### src/rtl/eth_rx_pkg.sv
// Shared types and constants for the Ethernet receive MAC filter.
// Holds the filter state enumeration, frame field lengths and the
// destination-address match rule.
package eth_rx_pkg;

  localparam int          ETH_DA_LEN     = 6;
  localparam int          ETH_FCS_LEN    = 4;
  localparam logic [47:0] ETH_BCAST_ADDR = 48'hFFFF_FFFF_FFFF;

  typedef enum logic [2:0] {
    ST_IDLE,
    ST_HEADER,
    ST_PASS,
    ST_FLUSH,
    ST_DROP
  } eth_rx_state_t;

  // Accept rule for a completed destination address. Bit 40 is bit 0 of
  // the first byte on the wire, i.e. the group (multicast) bit.
  function automatic logic da_match(input logic [47:0] da,
                                    input logic [47:0] mac,
                                    input logic        promisc,
                                    input logic        bcast_en,
                                    input logic        mcast_en);
    return promisc
        || (da == mac)
        || (bcast_en && (da == ETH_BCAST_ADDR))
        || (mcast_en && da[40]);
  endfunction

endpackage

### src/rtl/axis_eth_rx_mac_filter.sv
// Receive-side destination-MAC filter and FCS stripper.
// Buffers the first 6 bytes (the DA) so the accept/drop decision is made
// before anything is forwarded; once accepted, the same 6-byte delay line
// keeps the trailing FCS bytes from ever reaching the output.
// Optional build macro: ETH_RX_FILTER_STATS_EN enables the 32-bit frame
// counters on stat_rx_frames / stat_rx_dropped (tied to 0 otherwise).
module axis_eth_rx_mac_filter
  import eth_rx_pkg::*;
#(
  parameter int DATA_WIDTH = 8,
  parameter int MIN_LEN    = 64,
  parameter int MAX_LEN    = 1518
) (
  input  logic                  clk,
  input  logic                  rst,
  input  logic [DATA_WIDTH-1:0] s_axis_tdata,
  input  logic                  s_axis_tvalid,
  input  logic                  s_axis_tlast,
  input  logic                  s_axis_tuser,
  output logic [DATA_WIDTH-1:0] m_axis_tdata,
  output logic                  m_axis_tvalid,
  output logic                  m_axis_tlast,
  output logic                  m_axis_tuser,
  input  logic [47:0]           cfg_mac_addr,
  input  logic                  cfg_promisc,
  input  logic                  cfg_bcast_en,
  input  logic                  cfg_mcast_en,
  output logic                  frame_dropped,
  output logic                  error_runt,
  output logic                  error_giant,
  output logic [31:0]           stat_rx_frames,
  output logic [31:0]           stat_rx_dropped
);

  if (DATA_WIDTH != 8) begin : g_width_check
    $error("axis_eth_rx_mac_filter: DATA_WIDTH must be 8");
  end

  // Bytes still in the delay line at tlast that are payload, not FCS.
  localparam int          FLUSH_BYTES = ETH_DA_LEN - ETH_FCS_LEN;
  localparam logic [2:0]  FLUSH_LAST  = 3'(FLUSH_BYTES - 1);
  localparam logic [15:0] HDR_LAST    = 16'(ETH_DA_LEN - 1);
  localparam logic [15:0] MIN_L       = 16'(MIN_LEN);
  localparam logic [15:0] MAX_L       = 16'(MAX_LEN);

  eth_rx_state_t state;

  // dl[0] is always the oldest byte held.
  logic [ETH_DA_LEN-1:0][DATA_WIDTH-1:0] dl;
  logic [15:0] cnt;
  logic [15:0] cnt_inc;
  logic [2:0]  flush_cnt;
  logic        flush_viol;
  logic        tuser_q;
  logic        runt_q;
  logic        giant_q;
  logic [47:0] da_now;

  // Byte count saturates so giant frames of any length stay flagged.
  assign cnt_inc = (cnt == 16'hFFFF) ? cnt : cnt + 16'd1;

  // Full DA as it stands when the 6th byte is on the input.
  assign da_now = {dl[0], dl[1], dl[2], dl[3], dl[4], s_axis_tdata};

  // Frame state machine, delay line and all registered outputs.
  always_ff @(posedge clk) begin
    if (rst) begin
      state         <= ST_IDLE;
      cnt           <= '0;
      dl            <= '0;
      flush_cnt     <= '0;
      flush_viol    <= 1'b0;
      tuser_q       <= 1'b0;
      runt_q        <= 1'b0;
      giant_q       <= 1'b0;
      m_axis_tdata  <= '0;
      m_axis_tvalid <= 1'b0;
      m_axis_tlast  <= 1'b0;
      m_axis_tuser  <= 1'b0;
      frame_dropped <= 1'b0;
      error_runt    <= 1'b0;
      error_giant   <= 1'b0;
    end else begin
      // Every output is a one-cycle strobe unless a state below drives it.
      m_axis_tdata  <= '0;
      m_axis_tvalid <= 1'b0;
      m_axis_tlast  <= 1'b0;
      m_axis_tuser  <= 1'b0;
      frame_dropped <= 1'b0;
      error_runt    <= 1'b0;
      error_giant   <= 1'b0;

      case (state)
        ST_IDLE: begin
          if (s_axis_tvalid) begin
            dl[0] <= s_axis_tdata;
            cnt   <= 16'd1;
            if (s_axis_tlast) begin
              // Single-byte frame: runt, nothing forwarded.
              frame_dropped <= 1'b1;
              error_runt    <= 1'b1;
            end else begin
              state <= ST_HEADER;
            end
          end
        end

        ST_HEADER: begin
          if (s_axis_tvalid) begin
            for (int i = 1; i < ETH_DA_LEN; i++) begin
              if (cnt[2:0] == 3'(i)) dl[i] <= s_axis_tdata;
            end
            cnt <= cnt_inc;
            if (s_axis_tlast) begin
              frame_dropped <= 1'b1;
              error_runt    <= 1'b1;
              state         <= ST_IDLE;
            end else if (cnt == HDR_LAST) begin
              state <= da_match(da_now, cfg_mac_addr, cfg_promisc,
                                cfg_bcast_en, cfg_mcast_en) ? ST_PASS : ST_DROP;
            end
          end
        end

        ST_PASS: begin
          if (s_axis_tvalid) begin
            m_axis_tvalid <= 1'b1;
            m_axis_tdata  <= dl[0];
            for (int i = 0; i < ETH_DA_LEN-1; i++) dl[i] <= dl[i+1];
            dl[ETH_DA_LEN-1] <= s_axis_tdata;
            cnt <= cnt_inc;
            if (s_axis_tlast) begin
              // cnt_inc is the final frame length including FCS.
              tuser_q    <= s_axis_tuser;
              runt_q     <= (cnt_inc < MIN_L);
              giant_q    <= (cnt_inc > MAX_L);
              flush_cnt  <= '0;
              flush_viol <= 1'b0;
              state      <= ST_FLUSH;
            end
          end
        end

        ST_FLUSH: begin
          // Drains the remaining payload regardless of input valid; any
          // beat seen here is an overlapping frame and gets discarded.
          m_axis_tvalid <= 1'b1;
          m_axis_tdata  <= dl[0];
          for (int i = 0; i < ETH_DA_LEN-1; i++) dl[i] <= dl[i+1];
          dl[ETH_DA_LEN-1] <= '0;
          if (s_axis_tvalid) flush_viol <= 1'b1;
          if (flush_cnt == FLUSH_LAST) begin
            m_axis_tlast <= 1'b1;
            m_axis_tuser <= tuser_q | runt_q | giant_q;
            error_runt   <= runt_q;
            error_giant  <= giant_q;
            state        <= (flush_viol || s_axis_tvalid) ? ST_DROP : ST_IDLE;
          end else begin
            flush_cnt <= flush_cnt + 3'd1;
          end
        end

        ST_DROP: begin
          if (s_axis_tvalid && s_axis_tlast) begin
            frame_dropped <= 1'b1;
            state         <= ST_IDLE;
          end
        end

        default: state <= ST_IDLE;
      endcase
    end
  end

`ifdef ETH_RX_FILTER_STATS_EN
  // Forwarded / discarded frame counters, wrapping modulo 2^32.
  always_ff @(posedge clk) begin
    if (rst) begin
      stat_rx_frames  <= '0;
      stat_rx_dropped <= '0;
    end else begin
      if (m_axis_tvalid && m_axis_tlast) stat_rx_frames  <= stat_rx_frames + 32'd1;
      if (frame_dropped)                 stat_rx_dropped <= stat_rx_dropped + 32'd1;
    end
  end
`else
  assign stat_rx_frames  = '0;
  assign stat_rx_dropped = '0;
`endif

endmodule

### config.mk
export PLATFORM = sky130hd
export DESIGN_NAME = axis_eth_rx_mac_filter
export DESIGN_NICKNAME = d
export VERILOG_FILES = /design/src/rtl/eth_rx_pkg.sv /design/src/rtl/axis_eth_rx_mac_filter.sv
export SDC_FILE = /design/constraint.sdc
export NUM_CORES = 1
export LEC_CHECK = 0
export ABC_AREA = 1
export CAP_MARGIN = 20
export CORE_ASPECT_RATIO = 1.5
export CORE_MARGIN = 3
export CORE_UTILIZATION = 50
export CTS_CLUSTER_SIZE = 25
export DETAILED_ROUTE_END_ITERATION = 10
export GPL_ROUTABILITY_DRIVEN = 0
export GPL_TIMING_DRIVEN = 1
export PLACE_DENSITY_LB_ADDON = 0.08
export SLEW_MARGIN = 15
export SYNTH_ARGS = -nofsm -noshare
export SYNTH_HDL_FRONTEND = slang
export SYNTH_SLANG_ARGS = --single-unit
### constraint.sdc
create_clock -name clk -period 2.1 [get_ports clk]
set_input_delay 0.21 -clock clk [delete_from_list [all_inputs] [get_ports clk]]
set_output_delay 0.21 -clock clk [all_outputs]
set_load 0.02 [all_outputs]
# Word-level counts from Yosys, hierarchy flattened

Index checks and enable logic that the tools add are counted.
Widths: inputs -> output; s select.

Input port bits: 64
Word-level logic and storage cells: 130
Register bits: 88
Output and inout port bits: 78

Multiplexer cells: 45
Magnitude comparators: 2
Equal/unequal tests: 30
Bitwise operators: 4
Reduce and logical (&&, ||, !) cells: 27
Add/sub/neg operators: 2

Operators by type and width:

| kind                  | number |
|---|---|
| $pmux 40 s3           | 1 |
| $mux 8                | 7 |
| $eq 48x48->1          | 1 |
| $eq 48x48->1 const B  | 1 |
| $mux 16               | 3 |
| $mux 48               | 1 |
| $mux 3                | 14 |
| $mux 40               | 1 |
| $pmux 16 s2           | 1 |
| $ne 2x2->1 const B    | 14 |
| $reduce_and 4->1      | 7 |
| $pmux 8 s3            | 1 |
| $add 16x1->16 const B | 1 |
| $eq 16x16->1 const B  | 1 |
| $eq 16x3->1 const B   | 1 |
| $gt 16x11->1 const B  | 1 |
| $lt 16x7->1 const B   | 1 |
| $pmux 8 s2            | 1 |
| $pmux 3 s5            | 1 |
| $eq 3x2->1 const B    | 4 |
| $eq 3x1->1 const B    | 3 |
| $eq 3x3->1 const B    | 3 |
| $mux 1                | 9 |
| $reduce_and 3->1      | 3 |
| 15 further kinds      | 29 |

# Longest topological paths before layout

Gate-level depths: netlist (run 1).

Depth after elaboration: 9
Mapped depth: 13
Depth with buffers taken out: 13

# Least setup slack after synthesis (run 1)

Ideal clock, no wire load.

Path type: reg2reg
Start: reg cnt[1]
End: reg giant_q
Setup time: 132 ps
Path slack: 305 ps
Cell stages (with the launch flop): 13
Data required time: 1968 ps
Clock period less this slack: 1795 ps
Arrival: 1663 ps
Path buffers: 0
Cell sequence: dfxtp_1 -> ha_1 -> inv_1 -> nor2_1 -> nand2_1 -> nor2_4 -> nand2_1 -> nand2_1 -> nand2_1 -> nor3_1 -> nand2_1 -> nand3_1 -> a21oi_1

Word-level cells in the longest chain between the ends: 3
Elaborated cells between the ends (all ways): 4
Those cells by class: add/sub: 1; order compare: 1; eq/ne: 1; mux: 1

Ends and longest elaborated chain:

| item                                                 | line                          | RTL |
|---|---|---|
| start, declared                                      | axis_eth_rx_mac_filter.sv:50  | `logic [15:0] cnt;` |
| start signal, assigned                               | axis_eth_rx_mac_filter.sv:113 | `cnt <= cnt_inc;` |
| start signal, assigned                               | axis_eth_rx_mac_filter.sv:131 | `cnt <= cnt_inc;` |
| $add 16x1->16 / $eq 16x16->1 (equally long branches) | axis_eth_rx_mac_filter.sv:60  | `assign cnt_inc = (cnt == 16'hFFFF) ? cnt : cnt + 16'd1;` |
| $mux 16 *                                            | axis_eth_rx_mac_filter.sv:60  |  |
| $gt 16x11->1 *                                       | axis_eth_rx_mac_filter.sv:136 | `giant_q <= (cnt_inc > MAX_L);` |
| end signal, assigned                                 | axis_eth_rx_mac_filter.sv:136 |  |
| end, declared                                        | axis_eth_rx_mac_filter.sv:56  | `logic giant_q;` |

Mark *: on every way between the ends. The rest lies on a longest branch, timed or not.
A chain may end at the register's enable or synchronous reset.

# Worst setup path after layout (run 1)

Same ends and word-level chain as after synthesis.

==> summary.md, run 1 <==
| Metric | Value |
|---|---|
| Multi-input gate area | `0.00317 mm2` |
| Clk root buf | `clkbuf_16` |
| Detailed Route Iter0 Violations | `352` |
| Drc violations | `0` |
| Slowest stage cell, crit path | `dfxtp_2` |
| Overflow left after global routing | `0` |
| TritonCTS Buffers | `9` |
| H-tree lvl count | `3` |
| CTS Sinks | `88` |
| Leakage | `2.74 nW` |
| Relative slew slack | `0.581` |
| Max stage delay on crit path | `0.39 ns` |
| FF/Latch Area | `0.00176 mm2` |
| CTS Buffer Depth | `2` |
| Buf+Inv Stages, Crit Path | `1` |
| CP top delay family | `simple AND/OR/NAND/NOR gates` |
| Clock transition at path regs | `0.06 ns` |
| Layout area overhead | `18.9%` |
| Die Width | `92.8 um` |
| Fin nets | `988` |
| Number of synthesized flops with an enable pin | `0` |
| Startpoint Class | `register` |
| Unique masters post-synth | `38` |
| Worst hold slack | `0.463 ns` |
| Vias/cell | `5.17` |
| Commonest non-fill, non-tap cell in the layout | `nand2_1` |
| Max-cap violation count | `0` |
| Grt peak-use layer | `met2` |
| Crit share post-route | `0.939` |
| Min cycle time layout | `1.97 ns` |
| Top_reg_cell synth | `dfxtp_1` |
| #FFs+latches synth | `88` |
| Vias post-DR | `5515` |
| WP data arrival | `2.19 ns` |
| Clock Latency Late Sink | `0.34 ns` |
| Final setup viols | `0` |
| Initial Utilization | `0.522` |
| Most frequent cells in the layout | `nand2_1, dfxtp_1, clkdlybuf4s50_1, inv_1, nor2_1` |
| Met1 Usage GRT | `0.266` |
| CTS tree | `done` |
| Core area | `0.0108 mm2` |
| Worst-margin pin slew | `0.612 ns` |
| Worst reg2reg path startpoint | `cnt[1]` |
| Finished Core Util | `0.620` |
| RSZ-0062 raised after global routing | `yes` |
| WP data required | `2.32 ns` |
| Area of placed instances | `0.00639 mm2` |
| Synth Area per Inst | `6.81 um2` |
| Seq/Total Area, Yosys | `0.312` |
| Final Skew | `0.00627 ns` |
| Met3 Use GR | `0.0360` |
| Worst-path fanout max | `19` |
| Synth async-reset ratio | `0` |
| Wire length per cell | `15.2 um` |
| Final-report hold violation count | `0` |
| Synth Cell Area | `0.00565 mm2` |
| Most used cell, CP | `nand2_1` |
| CP Launch Point | `cnt[1]` |
| First-pass GRT wire length | `25.7 mm` |
| Largest net degree at the start of global routing | `46` |
| Share of cells above drive strength 1 | `0.0933` |
| Mapped Cells | `829` |
| Vias in the first global route | `5306` |
| Pwr/cell area | `861 mW/mm2` |
| Met2 track demand over resource | `0.491` |
| Status | `finished clean` |
| CTS Hold Bufs | `0` |
| GRT Overall Usage | `0.255` |
| DRT Wirelength | `16.2 mm` |
| Finished Cell Area | `0.00671 mm2` |
| Min-Delay Startpoint | `dl[41]` |
| Max Slew Vio Count | `0` |
| Max Clk Rate | `0.507 GHz` |
| ANT cells | `0` |
| Drt first pass iters | `5` |
| PortBufs | `77` |
| VDD IR max | `0.592 mV` |
| Kind of critical path | `reg2reg` |
| Synth warn | `0` |
| Die Ht | `136 um` |
| Pwr Total | `5.78 mW` |
| Worst Setup End Kind | `register` |
| Filler cells | `1089` |
| Die ar. | `0.0126 mm2` |
| Hpwl dp | `12.8 mm` |
| Final ANT Viol Nets | `0` |
| CP Cell Sequence | `ha_1 -> nand3_1 -> nor2_2 -> nand2_4 -> nand2_1 -> inv_1 -> nor2_1 -> nand2_1 -> nor2_1 -> nand2_1 -> nand3_1 -> a21oi_1` |
| Initial antenna violation count | `0` |
| # rows | `46` |
| Hold crit path type | `reg2reg` |
| Top Ports | `142` |
-- metal layers --
metal	up-vias	share of wire
li1	2739	-
met1	2552	0.37
met2	179	0.55
met3	45	0.046
met4	0	0.040
met5	-	0
-- cell type report --
class                      instances  share of cell area
sequential                        88               0.263
tap                              144              0.0268
multi-input combinational        629               0.472
timing repair buffer              99               0.141
clock buffer                       9              0.0335
inverter                          90              0.0514
clock inverter                     7              0.0117
-- tightest hold or removal path, cell delays in order (launching register included) --
cell	delay (ns)
dfxtp_1	0.31
nand2_1	0.06
a21oi_1	0.05
-- sequential cells by signal, indices dropped and copies added, names as in the netlist, 3 cells and up --
name and count:
cnt 16, da_now 40, flush_cnt 3, m_axis_tdata 8, state 3, dl 8
-- stage by stage --
stage / TNS, ns / worst slack [ns] / cells
after floorplan: 0 / 0.305 / 892
after global placement: 0 / 0.134 / 1049
after detailed placement: 0 / 0.0991 / 1049
after CTS: 0 / 0.0718 / 1065
after global routing: -0.0497 / -0.0497 / 1066
final: 0 / 0.129 / 1066
-- synthesized netlist by cell type, types with 3 or more instances --
cell / count / share of area
o211ai_1: 9 / 0.012
nor2_1: 70 / 0.047
clkbuf_1: 9 / 0.0060
nand4_1: 17 / 0.019
xnor2_1: 43 / 0.067
o21ai_0: 37 / 0.033
nor3_1: 12 / 0.011
o21ai_1: 23 / 0.020
buf_2: 4 / 0.0035
nand2_1: 195 / 0.13
nor2_2: 6 / 0.0066
a21oi_1: 48 / 0.043
nand2_2: 5 / 0.0055
nand3_1: 39 / 0.035
nand2_4: 3 / 0.0060
inv_2: 13 / 0.0086
ha_1: 7 / 0.016
a31oi_1: 25 / 0.028
dfxtp_1: 88 / 0.31
nor2_4: 6 / 0.012
buf_4: 66 / 0.088
inv_1: 75 / 0.050
buf_6: 5 / 0.010
or2_2: 6 / 0.0066
-- kinds of logic after synthesis --
group / after synthesis / share of synthesized area
simple gates: 367 / 0.292
xor+xnor: 43 / 0.0667
fa+ha+maj: 7 / 0.0155
flops: 88 / 0.312
other cells: 1 / 0.000664
compound gates: 148 / 0.144
buf+inv: 175 / 0.169
-- report_power, final --
group	internal, mW	switching (mW)
clock	0.934	0.693
sequential	1.99	0.353
combinational	0.726	1.08
-- final timing paths --
check        endpoint  slack (ns)  depth (start not counted)
max           giant_q        0.13                         12
min            dl[41]        0.46                          2
max reg2reg   giant_q        0.13                         12
min reg2reg    dl[41]        0.46                          2
-- timing repair --
item,CTS,global route
endpoints found under the setup margin,0,4
buffers inserted,0,1
resized for setup,0,4
Note: power is estimated with default switching activity, not from simulation.
==> inputs of run 2 (changes only) <==
Settings changed: CAP_MARGIN 20 to unset.
==> results of run 2 <==
The final DEF is identical to that of run 1; final timing and power are the same.
==> inputs of run 3 (changes only) <==
Settings changed: CORE_ASPECT_RATIO 1.5 to unset.
==> summary.md, run 3 (synthesis results as in run 1) <==
| Metric | Value |
|---|---|
| Status | `finished clean` |
| Most frequent cells in the layout | `nand2_1, dfxtp_1, clkdlybuf4s50_1, inv_1, nor2_1` |
| Die Ht | `112 um (-18%)` |
| Crit share post-route | `0.929 (-0.00956)` |
| Initial Utilization | `0.516 (-0.00549)` |
| Worst Setup End Kind | `register` |
| CP Cell Sequence | `nand2_1 -> nor2_2 -> nand2_1 -> nor2_4 -> nand2_1 -> nand2_1 -> nand2_1 -> nor3_1 -> nand2_1 -> nand3_1 -> a21oi_1` |
| Final ANT Viol Nets | `0 (unchanged)` |
| Core area | `0.0109 mm2 (+1.1%)` |
| Final-report hold violation count | `0 (unchanged)` |
| Die ar. | `0.0126 mm2 (-0.21%)` |
| Share of cells above drive strength 1 | `0.0914 (-0.00187)` |
| Drt first pass iters | `6 (+1)` |
| Finished Core Util | `0.609 (-0.0119)` |
| Hold depth | `2 (unchanged)` |
| Max stage delay on crit path | `0.51 ns (+0.12 ns)` |
| Vias in the first global route | `5012 (-5.5%)` |
| Vias/cell | `5.16 (-0.27%)` |
| Worst-path fanout max | `8 (-11)` |
| DRT Wirelength | `14.9 mm (-7.8%)` |
| # resized after CTS | `0 (unchanged)` |
| Startpoint Class | `register` |
| H-tree lvl count | `3 (unchanged)` |
| Setup Total Neg Slack | `0 ns (unchanged)` |
| Min-Delay Startpoint | `flush_viol` |
| Final setup viols | `0 (unchanged)` |
| Met1 Usage GRT | `0.310 (+0.0439)` |
| Clk root buf | `clkbuf_16` |
| R2r worst-path depth | `11 (-1)` |
| Min cycle time layout | `1.95 ns (-0.0201 ns)` |
| Clock transition at path regs | `0.06 ns (about the same)` |
| Vias post-DR | `5464 (-0.92%)` |
| Overflow left after global routing | `0 (unchanged)` |
| Layout area overhead | `17.9%` |
| Most used cell, CP | `nand2_1` |
| Kind of critical path | `reg2reg` |
| Max-cap violation count | `0 (unchanged)` |
| PortBufs | `77 (unchanged)` |
| CTS Buffer Depth | `2 (unchanged)` |
| Slowest stage cell, crit path | `dfxtp_1` |
| Fin nets | `986 (-0.20%)` |
| Top Ports | `142 (unchanged)` |
| Met3 Use GR | `0.0474 (+0.0114)` |
| VDD IR max | `0.553 mV (-6.6%)` |
| CTS Sinks | `88 (unchanged)` |
| R2r setup slk | `0.15 ns (+0.02 ns)` |
| CTS Hold Bufs | `0 (unchanged)` |
| Leakage | `2.70 nW (-1.7%)` |
| Worst reg2reg path startpoint | `cnt[2]` |
| Worst hold endpoint | `flush_viol` |
| Grt peak-use layer | `met2` |
| First-pass GRT wire length | `24.2 mm (-5.9%)` |
| Max Slew Vio Count | `0 (unchanged)` |
| WP data required | `2.32 ns (about the same)` |
| RSZ-0062 raised after global routing | `no` |
| Pwr/cell area | `844 mW/mm2 (-1.9%)` |
| TritonCTS Buffers | `9 (unchanged)` |
| Clock Latency Late Sink | `0.34 ns (about the same)` |
| Initial antenna violation count | `0 (unchanged)` |
| GRT Overall Usage | `0.233 (-0.0226)` |
| Drc violations | `0 (unchanged)` |
| Die Width | `112 um (+21%)` |
| Final Skew | `0.00713 ns (+0.000854 ns)` |
| WP data arrival | `2.17 ns (-0.02 ns)` |
| Wire length per cell | `14.1 um (-7.2%)` |
| Hold crit path type | `reg2reg` |
| # rows | `38 (-17%)` |
| Setup Buffers After CTS | `0 (unchanged)` |
| Max Clk Rate | `0.512 GHz (+1.0%)` |
| Met2 track demand over resource | `0.378 (-0.112)` |
| Number of flip-flops under the largest register name | `40 (unchanged)` |
| Hpwl dp | `11.5 mm (-10%)` |
| Filler cells | `1048 (-3.8%)` |
| Largest net degree at the start of global routing | `49 (+6.5%)` |
| CTS tree | `done` |
| Worst r2r dst | `giant_q` |
| Commonest non-fill, non-tap cell in the layout | `nand2_1` |
| ANT cells | `0 (unchanged)` |
| Detailed Route Iter0 Violations | `385 (+9.4%)` |
==> run 3: cell type report <==
type                    instances  area, um2  share of cell area
clock buffers                   9        225              0.0338
multi-input cells             629       3180               0.478
well taps                     140        175              0.0263
flip-flops and latches         88       1760               0.265
repair buffers                 97        921               0.138
inverters                      90        345              0.0519
clock inverters                 6       45.0             0.00677
==> run 3: per-layer routing <==
layer	vias up	wire length (um)
met5	-	0
met4	0	327
met3	29	1280
met2	269	6910
met1	2437	6380
li1	2729	-
==> run 3: how the worst max path moves through the flow <==
stage / start / to / depth (start not counted)
2_1_floorplan: cnt[1] / giant_q / 12
3_3_place_gp: s_axis_tdata[6] / state[2] / 10
3_5_place_dp: s_axis_tdata[6] / state[2] / 10
4_1_cts: cnt[0] / giant_q / 12
5_1_grt: cnt[3] / giant_q / 11
6_report: cnt[2] / giant_q / 11
==> run 3: worst max-delay path: cells and delay by family (launching register included) <==
family	cells	cell delay (ns)
DFF	1	0.51
and+or+nand+nor	10	1.27
AOI/OAI and AO/OA	1	0.05
==> run 3: stage by stage <==
| stage | hold slack, ns | std cells | area [um2] | total power [mW] | setup WS (ns) |
|---|---|---|---|---|---|
| 2_1_floorplan | 0.345 | 892 | 5880 | 3.73 | 0.305 |
| 3_3_place_gp | 0.440 | 1044 | 6370 | 4.09 | 0.200 |
| 3_5_place_dp | 0.451 | 1044 | 6370 | 4.14 | 0.149 |
| 4_1_cts | 0.460 | 1059 | 6640 | 5.62 | 0.123 |
| 5_1_grt | 0.485 | 1059 | 6660 | 5.95 | 0.00262 |
| 6_report | 0.460 | 1059 | 6660 | 5.62 | 0.149 |
==> run 3: where the power goes <==
part | internal [mW] | switching (mW) | total, mW | leakage, nW
Combinational | 0.716 | 1.07 | 1.79 | 1.86
Sequential | 1.99 | 0.348 | 2.34 | 0.718
Clock | 0.799 | 0.694 | 1.49 | 0.124
Total | 3.50 | 2.11 | 5.62 | 2.70
==> edit 1 (config.mk and constraints of run 2) <==
Register the output `error_runt` once more, without a reset; this adds one clock of latency there. The other outputs are not delayed to match.
--- a/src/rtl/axis_eth_rx_mac_filter.sv
+++ b/src/rtl/axis_eth_rx_mac_filter.sv
@@ -31,6 +31,8 @@
   output logic [31:0]           stat_rx_frames,
   output logic [31:0]           stat_rx_dropped
 );
+
+  logic error_runt_s0;
 
   if (DATA_WIDTH != 8) begin : g_width_check
     $error("axis_eth_rx_mac_filter: DATA_WIDTH must be 8");
@@ -78,7 +80,7 @@
       m_axis_tlast  <= 1'b0;
       m_axis_tuser  <= 1'b0;
       frame_dropped <= 1'b0;
-      error_runt    <= 1'b0;
+      error_runt_s0 <= 1'b0;
       error_giant   <= 1'b0;
     end else begin
       // Every output is a one-cycle strobe unless a state below drives it.
@@ -87,7 +89,7 @@
       m_axis_tlast  <= 1'b0;
       m_axis_tuser  <= 1'b0;
       frame_dropped <= 1'b0;
-      error_runt    <= 1'b0;
+      error_runt_s0 <= 1'b0;
       error_giant   <= 1'b0;
 
       case (state)
@@ -98,7 +100,7 @@
             if (s_axis_tlast) begin
               // Single-byte frame: runt, nothing forwarded.
               frame_dropped <= 1'b1;
-              error_runt    <= 1'b1;
+              error_runt_s0 <= 1'b1;
             end else begin
               state <= ST_HEADER;
             end
@@ -113,7 +115,7 @@
             cnt <= cnt_inc;
             if (s_axis_tlast) begin
               frame_dropped <= 1'b1;
-              error_runt    <= 1'b1;
+              error_runt_s0 <= 1'b1;
               state         <= ST_IDLE;
             end else if (cnt == HDR_LAST) begin
               state <= da_match(da_now, cfg_mac_addr, cfg_promisc,
@@ -152,7 +154,7 @@
           if (flush_cnt == FLUSH_LAST) begin
             m_axis_tlast <= 1'b1;
             m_axis_tuser <= tuser_q | runt_q | giant_q;
-            error_runt   <= runt_q;
+            error_runt_s0 <= runt_q;
             error_giant  <= giant_q;
             state        <= (flush_viol || s_axis_tvalid) ? ST_DROP : ST_IDLE;
           end else begin
@@ -188,5 +190,9 @@
   assign stat_rx_dropped = '0;
 `endif
 
+  always_ff @(posedge clk) begin
+    error_runt <= error_runt_s0;
+  end
+
 endmodule
 
Behaviour: not the same (Yosys sat finds a counterexample within 4 cycles, from zero or initial values and one cycle with rst high).
==> edit 1 against run 2 <==
- clock power grew 22%
- design area increased by 1.4%
- count of clock-buffer cells in the layout unchanged
- global-route usage hardly changed
- wire length is essentially flat
- area after synthesis is 0.35% higher
- sequential power increased by 2%
- total power up 6.4%
- setup slack improved by 55 ps
- cell count is 0.19% higher
- worst hold slack lost 140 ps
- sequential share of layout area shrank 0.058 points
- maximum frequency up 2.8%
- sequential cell count increased by 1
- critical endpoint unchanged
- largest power group unchanged
==> edit 1: results (changes against run 2) <==
.. list-table::
   :header-rows: 1

   * - Metric
     - Value
   * - Worst flop-to-flop path startpoint
     - cnt[2]
   * - Slowest stage delay, CP
     - 510 ps (+120 ps)
   * - DRT met1 WL
     - 5.73 mm (-3.5%)
   * - Top cells by area in the synthesized netlist
     - sky130_fd_sc_hd__dfxtp_1 (31%), sky130_fd_sc_hd__nand2_1 (13%), sky130_fd_sc_hd__buf_4 (8.7%)
   * - Wire length on met3
     - 732 um (-1.6%)
   * - Per-cell routed wire length
     - 15.1 um (-0.11%)
   * - Post-place instance area
     - 6400 um^2 (about the same)
   * - Worst slew pin tran
     - 511 ps (-102 ps)
   * - Data arrival time of the critical path
     - 2150 ps (-40 ps)
   * - Routed length on met2
     - 8.78 mm (-0.71%)
   * - Proportion of synthesized chip area in sequential cells
     - 31.4% (+0.24 points)
   * - Count of buffers added by post-CTS timing repair for setup
     - 0 (unchanged)
   * - Count of cells along the worst register-to-register path
     - 11 (-1)
   * - Max IR drop VDD
     - 0.541 mV (-8.6%)
   * - # nets final
     - 987 (-0.10%)
   * - Final Total Pwr
     - 6.15 mW (+6.4%)
   * - DRC marker count from the first detailed-route iteration
     - 280 (-20%)
   * - Post-layout worst setup margin
     - 183 ps (+54.6 ps)
   * - Half-perimeter wire length after placement
     - 12.9 mm (+1.1%)
   * - Overall via count from detail_route
     - 5491 (-0.44%)
   * - Status
     - complete, no violations
   * - Leakage power
     - 2.78 nW (+1.2%)
   * - All-layer global routing usage
     - 25.6% (+0.046 points)
   * - Maximum number of pins on one net before global-route repair
     - 34 (-26%)
   * - Clock group total power
     - 1.99 mW (+22%)
   * - Setup skew after layout
     - 7.76 ps (+1.49 ps)
   * - Worst slack at placement
     - 57.0 ps (-42.1 ps)
   * - Critical path's slowest cell
     - sky130_fd_sc_hd__dfxtp_1
   * - Sequential share of power
     - 38.7% (-1.8 points)
   * - Highest fanout seen on the critical path
     - 8 (-11)
   * - Synth cell count leaders
     - sky130_fd_sc_hd__nand2_1 (195), sky130_fd_sc_hd__dfxtp_1 (89), sky130_fd_sc_hd__inv_1 (75)
   * - Layout cells sized above 1
     - 9.66% (+0.34 points)
   * - Number of global-route vias before repair
     - 5372 (+1.2%)
   * - Global-route wire length before repair
     - 25.5 mm (-0.96%)
## edit 1: changes by cell type after synthesis
cell                      before  now
sky130_fd_sc_hd__dfxtp_1      88   89
## edit 1: worst min path at each step
stage / slack [ps] / start / endpoint / cells after the start
finish: 330 / error_runt_s0 / error_runt / 0
global route: 340 / error_runt_s0 / error_runt / 0
CTS: 330 / error_runt_s0 / error_runt / 0
detailed placement: 310 / error_runt_s0 / error_runt / 0
global placement: 310 / error_runt_s0 / error_runt / 0
floorplan: 310 / error_runt_s0 / error_runt / 0
## edit 1: worst reg2reg max path: cells and delay by family (launching register included)
family / cells / cell delay (ps)
AOI/OAI and AO/OA: 1 / 60
DFF: 1 / 510
and+or+nand+nor: 10 / 1250
## edit 1: area by class of cell
cell class | instances | area (um^2)
fillers | 1090 | 4250
multi-input cells | 629 | 3200
well taps | 147 | 184
flip-flops and latches | 89 | 1780
clock inverters | 7 | 149
inverters | 90 | 345
repair buffers | 97 | 921
clock buffers | 9 | 225
## edit 1: layer usage
metal / vias to the layer above / track usage (%)
met5: - / 0
met4: 0 / 16.1
met3: 59 / 4.10
met2: 192 / 48.8
met1: 2491 / 25.1
li1: 2749 / -
## edit 1: timing repair
action | in CTS | in global routing
gates resized for setup | 0 | 11
hold buffers | 0 | 0
setup endpoints to repair | 0 | 4
## edit 1: logic make-up after synthesis
group,count (synthesis),synth area share [%]
buffers and inverters,175,16.9
XOR/XNOR,43,6.65
adder cells (fa/ha/maj),7,1.55
other,1,0.0662
AO/OA/AOI/OAI,148,14.3
AND/OR/NAND/NOR,367,29.1
flip-flops,89,31.4
==> edit 2 (flow settings as in run 2) <==
Without the edit above. The option `ETH_RX_FILTER_STATS_EN` is turned on by a define.
--- a/src/rtl/axis_eth_rx_mac_filter.sv
+++ b/src/rtl/axis_eth_rx_mac_filter.sv
@@ -4,6 +4,8 @@
 // keeps the trailing FCS bytes from ever reaching the output.
 // Optional build macro: ETH_RX_FILTER_STATS_EN enables the 32-bit frame
 // counters on stat_rx_frames / stat_rx_dropped (tied to 0 otherwise).
+`define ETH_RX_FILTER_STATS_EN
+
 module axis_eth_rx_mac_filter
   import eth_rx_pkg::*;
 #(
Function: changed (Yosys sat finds a counterexample within 4 cycles, from zero or initial values and one cycle with rst high).
==> edit 2 against run 2 <==
- sequential share of layout area rose by 2.1 points
- maximum frequency fell by 0.37%
- synthesized cell count rose by 44%
- sequential power rose by 56%
- design area rose by 60%
- setup slack got worse by 7.3 ps
- count of clock-buffer cells in the layout rose by 8
- largest cell class unchanged
- combinational power fell by 3%
- total power rose by 51%
- sequential cell count rose by 64
- wire length rose by 43%
- critical path type unchanged
- area after synthesis rose by 44%
- worst hold slack got worse by 250 ps
==> edit 2: results (changes against run 2) <==
.. list-table::
   :header-rows: 1

   * - Metric
     - Value
   * - Leakage power
     - 3.94 nW (+44%)
   * - Status
     - complete, no violations
   * - Number of placed instances, taps included
     - 1549 (+48%)
   * - Hold path startpoint
     - rst
   * - Setup skew after layout
     - 9.48 ps (+3.21 ps)
   * - Number of global-route vias before repair
     - 8003 (+51%)
   * - Via/cell ratio
     - 5.28 (+2.1%)
   * - Maximum number of pins on one net before global-route repair
     - 43 (-6.5%)
   * - Port Buffers
     - 141 (+83%)
   * - Number of library cell types mapped by synthesis
     - 39 (+2.6%)
   * - Max IR drop VDD
     - 0.500 mV (-16%)
   * - Top cells by area in the synthesized netlist
     - sky130_fd_sc_hd__dfxtp_1 (38%), sky130_fd_sc_hd__nand2_1 (14%), sky130_fd_sc_hd__nor2_1 (7.3%)
   * - Total routed wirelength
     - 23.2 mm (+43%)
   * - DRT met1 WL
     - 9.32 mm (+57%)
   * - Routed length on met2
     - 12.1 mm (+37%)
   * - Worst slew pin tran
     - 567 ps (-45.5 ps)
   * - Synth cell count leaders
     - sky130_fd_sc_hd__nand2_1 (293), sky130_fd_sc_hd__nor2_1 (157), sky130_fd_sc_hd__dfxtp_1 (152)
   * - Hold slack final
     - 209 ps (-255 ps)
   * - Combined flip-flop and latch cell area
     - 3050 um^2 (+73%)
   * - CTS HTree Levels
     - 4 (+1)
   * - Post-place instance area
     - 9930 um^2 (+55%)
   * - All-layer global routing usage
     - 26.4% (+0.82 points)
   * - Clk_lat worst skew
     - 430 ps (+90 ps)
   * - Data arrival time of the critical path
     - 2330 ps (+140 ps)
   * - Cells after Synth
     - 1195 (+44%)
   * - Proportion of synthesized chip area in sequential cells
     - 37.5% (+6.3 points)
   * - Highest fanout seen on the critical path
     - 14 (-5)
   * - DRC marker count from the first detailed-route iteration
     - 456 (+30%)
## edit 2: cell count changes after synthesis, moves of 15 or more
cell	change
sky130_fd_sc_hd__nand2_1	+98
sky130_fd_sc_hd__nor2_1	+87
sky130_fd_sc_hd__buf_4	-66
sky130_fd_sc_hd__dfxtp_1	+64
sky130_fd_sc_hd__inv_1	+43
sky130_fd_sc_hd__nor3_1	+33
sky130_fd_sc_hd__o21ai_0	+31
sky130_fd_sc_hd__a21oi_1	+20
sky130_fd_sc_hd__nand4_1	+18
sky130_fd_sc_hd__a31oi_1	+15
## edit 2: logic make-up (layout without fill, tap and decap cells)
kind of cell / count (synthesis) / in the layout / share of synthesized area, %
AND/OR/NAND/NOR: 601 / 601 / 31.3
AO/OA/AOI/OAI: 209 / 209 / 14.8
flip-flops: 152 / 152 / 37.5
XOR/XNOR: 67 / 67 / 7.24
adder cells (fa/ha/maj): 9 / 9 / 1.39
buffers and inverters: 157 / 347 / 7.69
## edit 2: worst paths after layout
path,endpoint,cells past startpoint
setup / recovery,da_now[34],10
hold / removal,stat_rx_dropped[2],4
setup reg to reg,da_now[34],10
hold reg to reg,stat_rx_dropped[8],2
## edit 2: what timing repair did
item,4_1_cts,5_1_grt
setup buffers,0,7
gates cloned,0,0
gates resized for setup,2,29
setup endpoints to repair,1,39
hold buffers,0,0
pin swaps,0,4
## edit 2: worst max-delay path, cell delays in order (launching register included)
cell	delay, ps
sky130_fd_sc_hd__dfxtp_1	410
sky130_fd_sc_hd__nor2_1	290
sky130_fd_sc_hd__nand2_2	170
sky130_fd_sc_hd__nand2_2	120
sky130_fd_sc_hd__inv_2	50
sky130_fd_sc_hd__a21oi_4	130
sky130_fd_sc_hd__inv_2	110
sky130_fd_sc_hd__a21oi_4	200
sky130_fd_sc_hd__buf_12	160
sky130_fd_sc_hd__o21ai_0	70
sky130_fd_sc_hd__a31oi_1	180
## edit 2: layer usage
layer / vias to the layer above / track usage, %
met5: - / 0
met4: 0 / 11.6
met3: 43 / 4.29
met2: 223 / 46.7
met1: 3826 / 30.6
li1: 4297 / -
## edit 2: layout make-up
class | count | share of cell area (%)
Multi-Input combinational cell | 886 | 42.1
Sequential cell | 152 | 28.4
Timing Repair Buffer | 190 | 16.8
Inverter | 125 | 4.36
Clock buffer | 17 | 3.95
Tap cell | 203 | 2.36
Clock inverter | 15 | 1.98
## edit 2: through the flow
step                total power, mW  setup slack, ps
finish                         8.72              121
CTS                            8.62             34.9
global route                   9.11            -8.37
detailed placement             5.30             7.46
global placement               5.26             53.0
floorplan                      4.78              162
## edit 2: power breakdown
part           internal (mW)  total [mW]  switching [mW]
logic                  0.807        1.75           0.943
clock network           2.02        3.34            1.31
registers               3.23        3.64           0.406
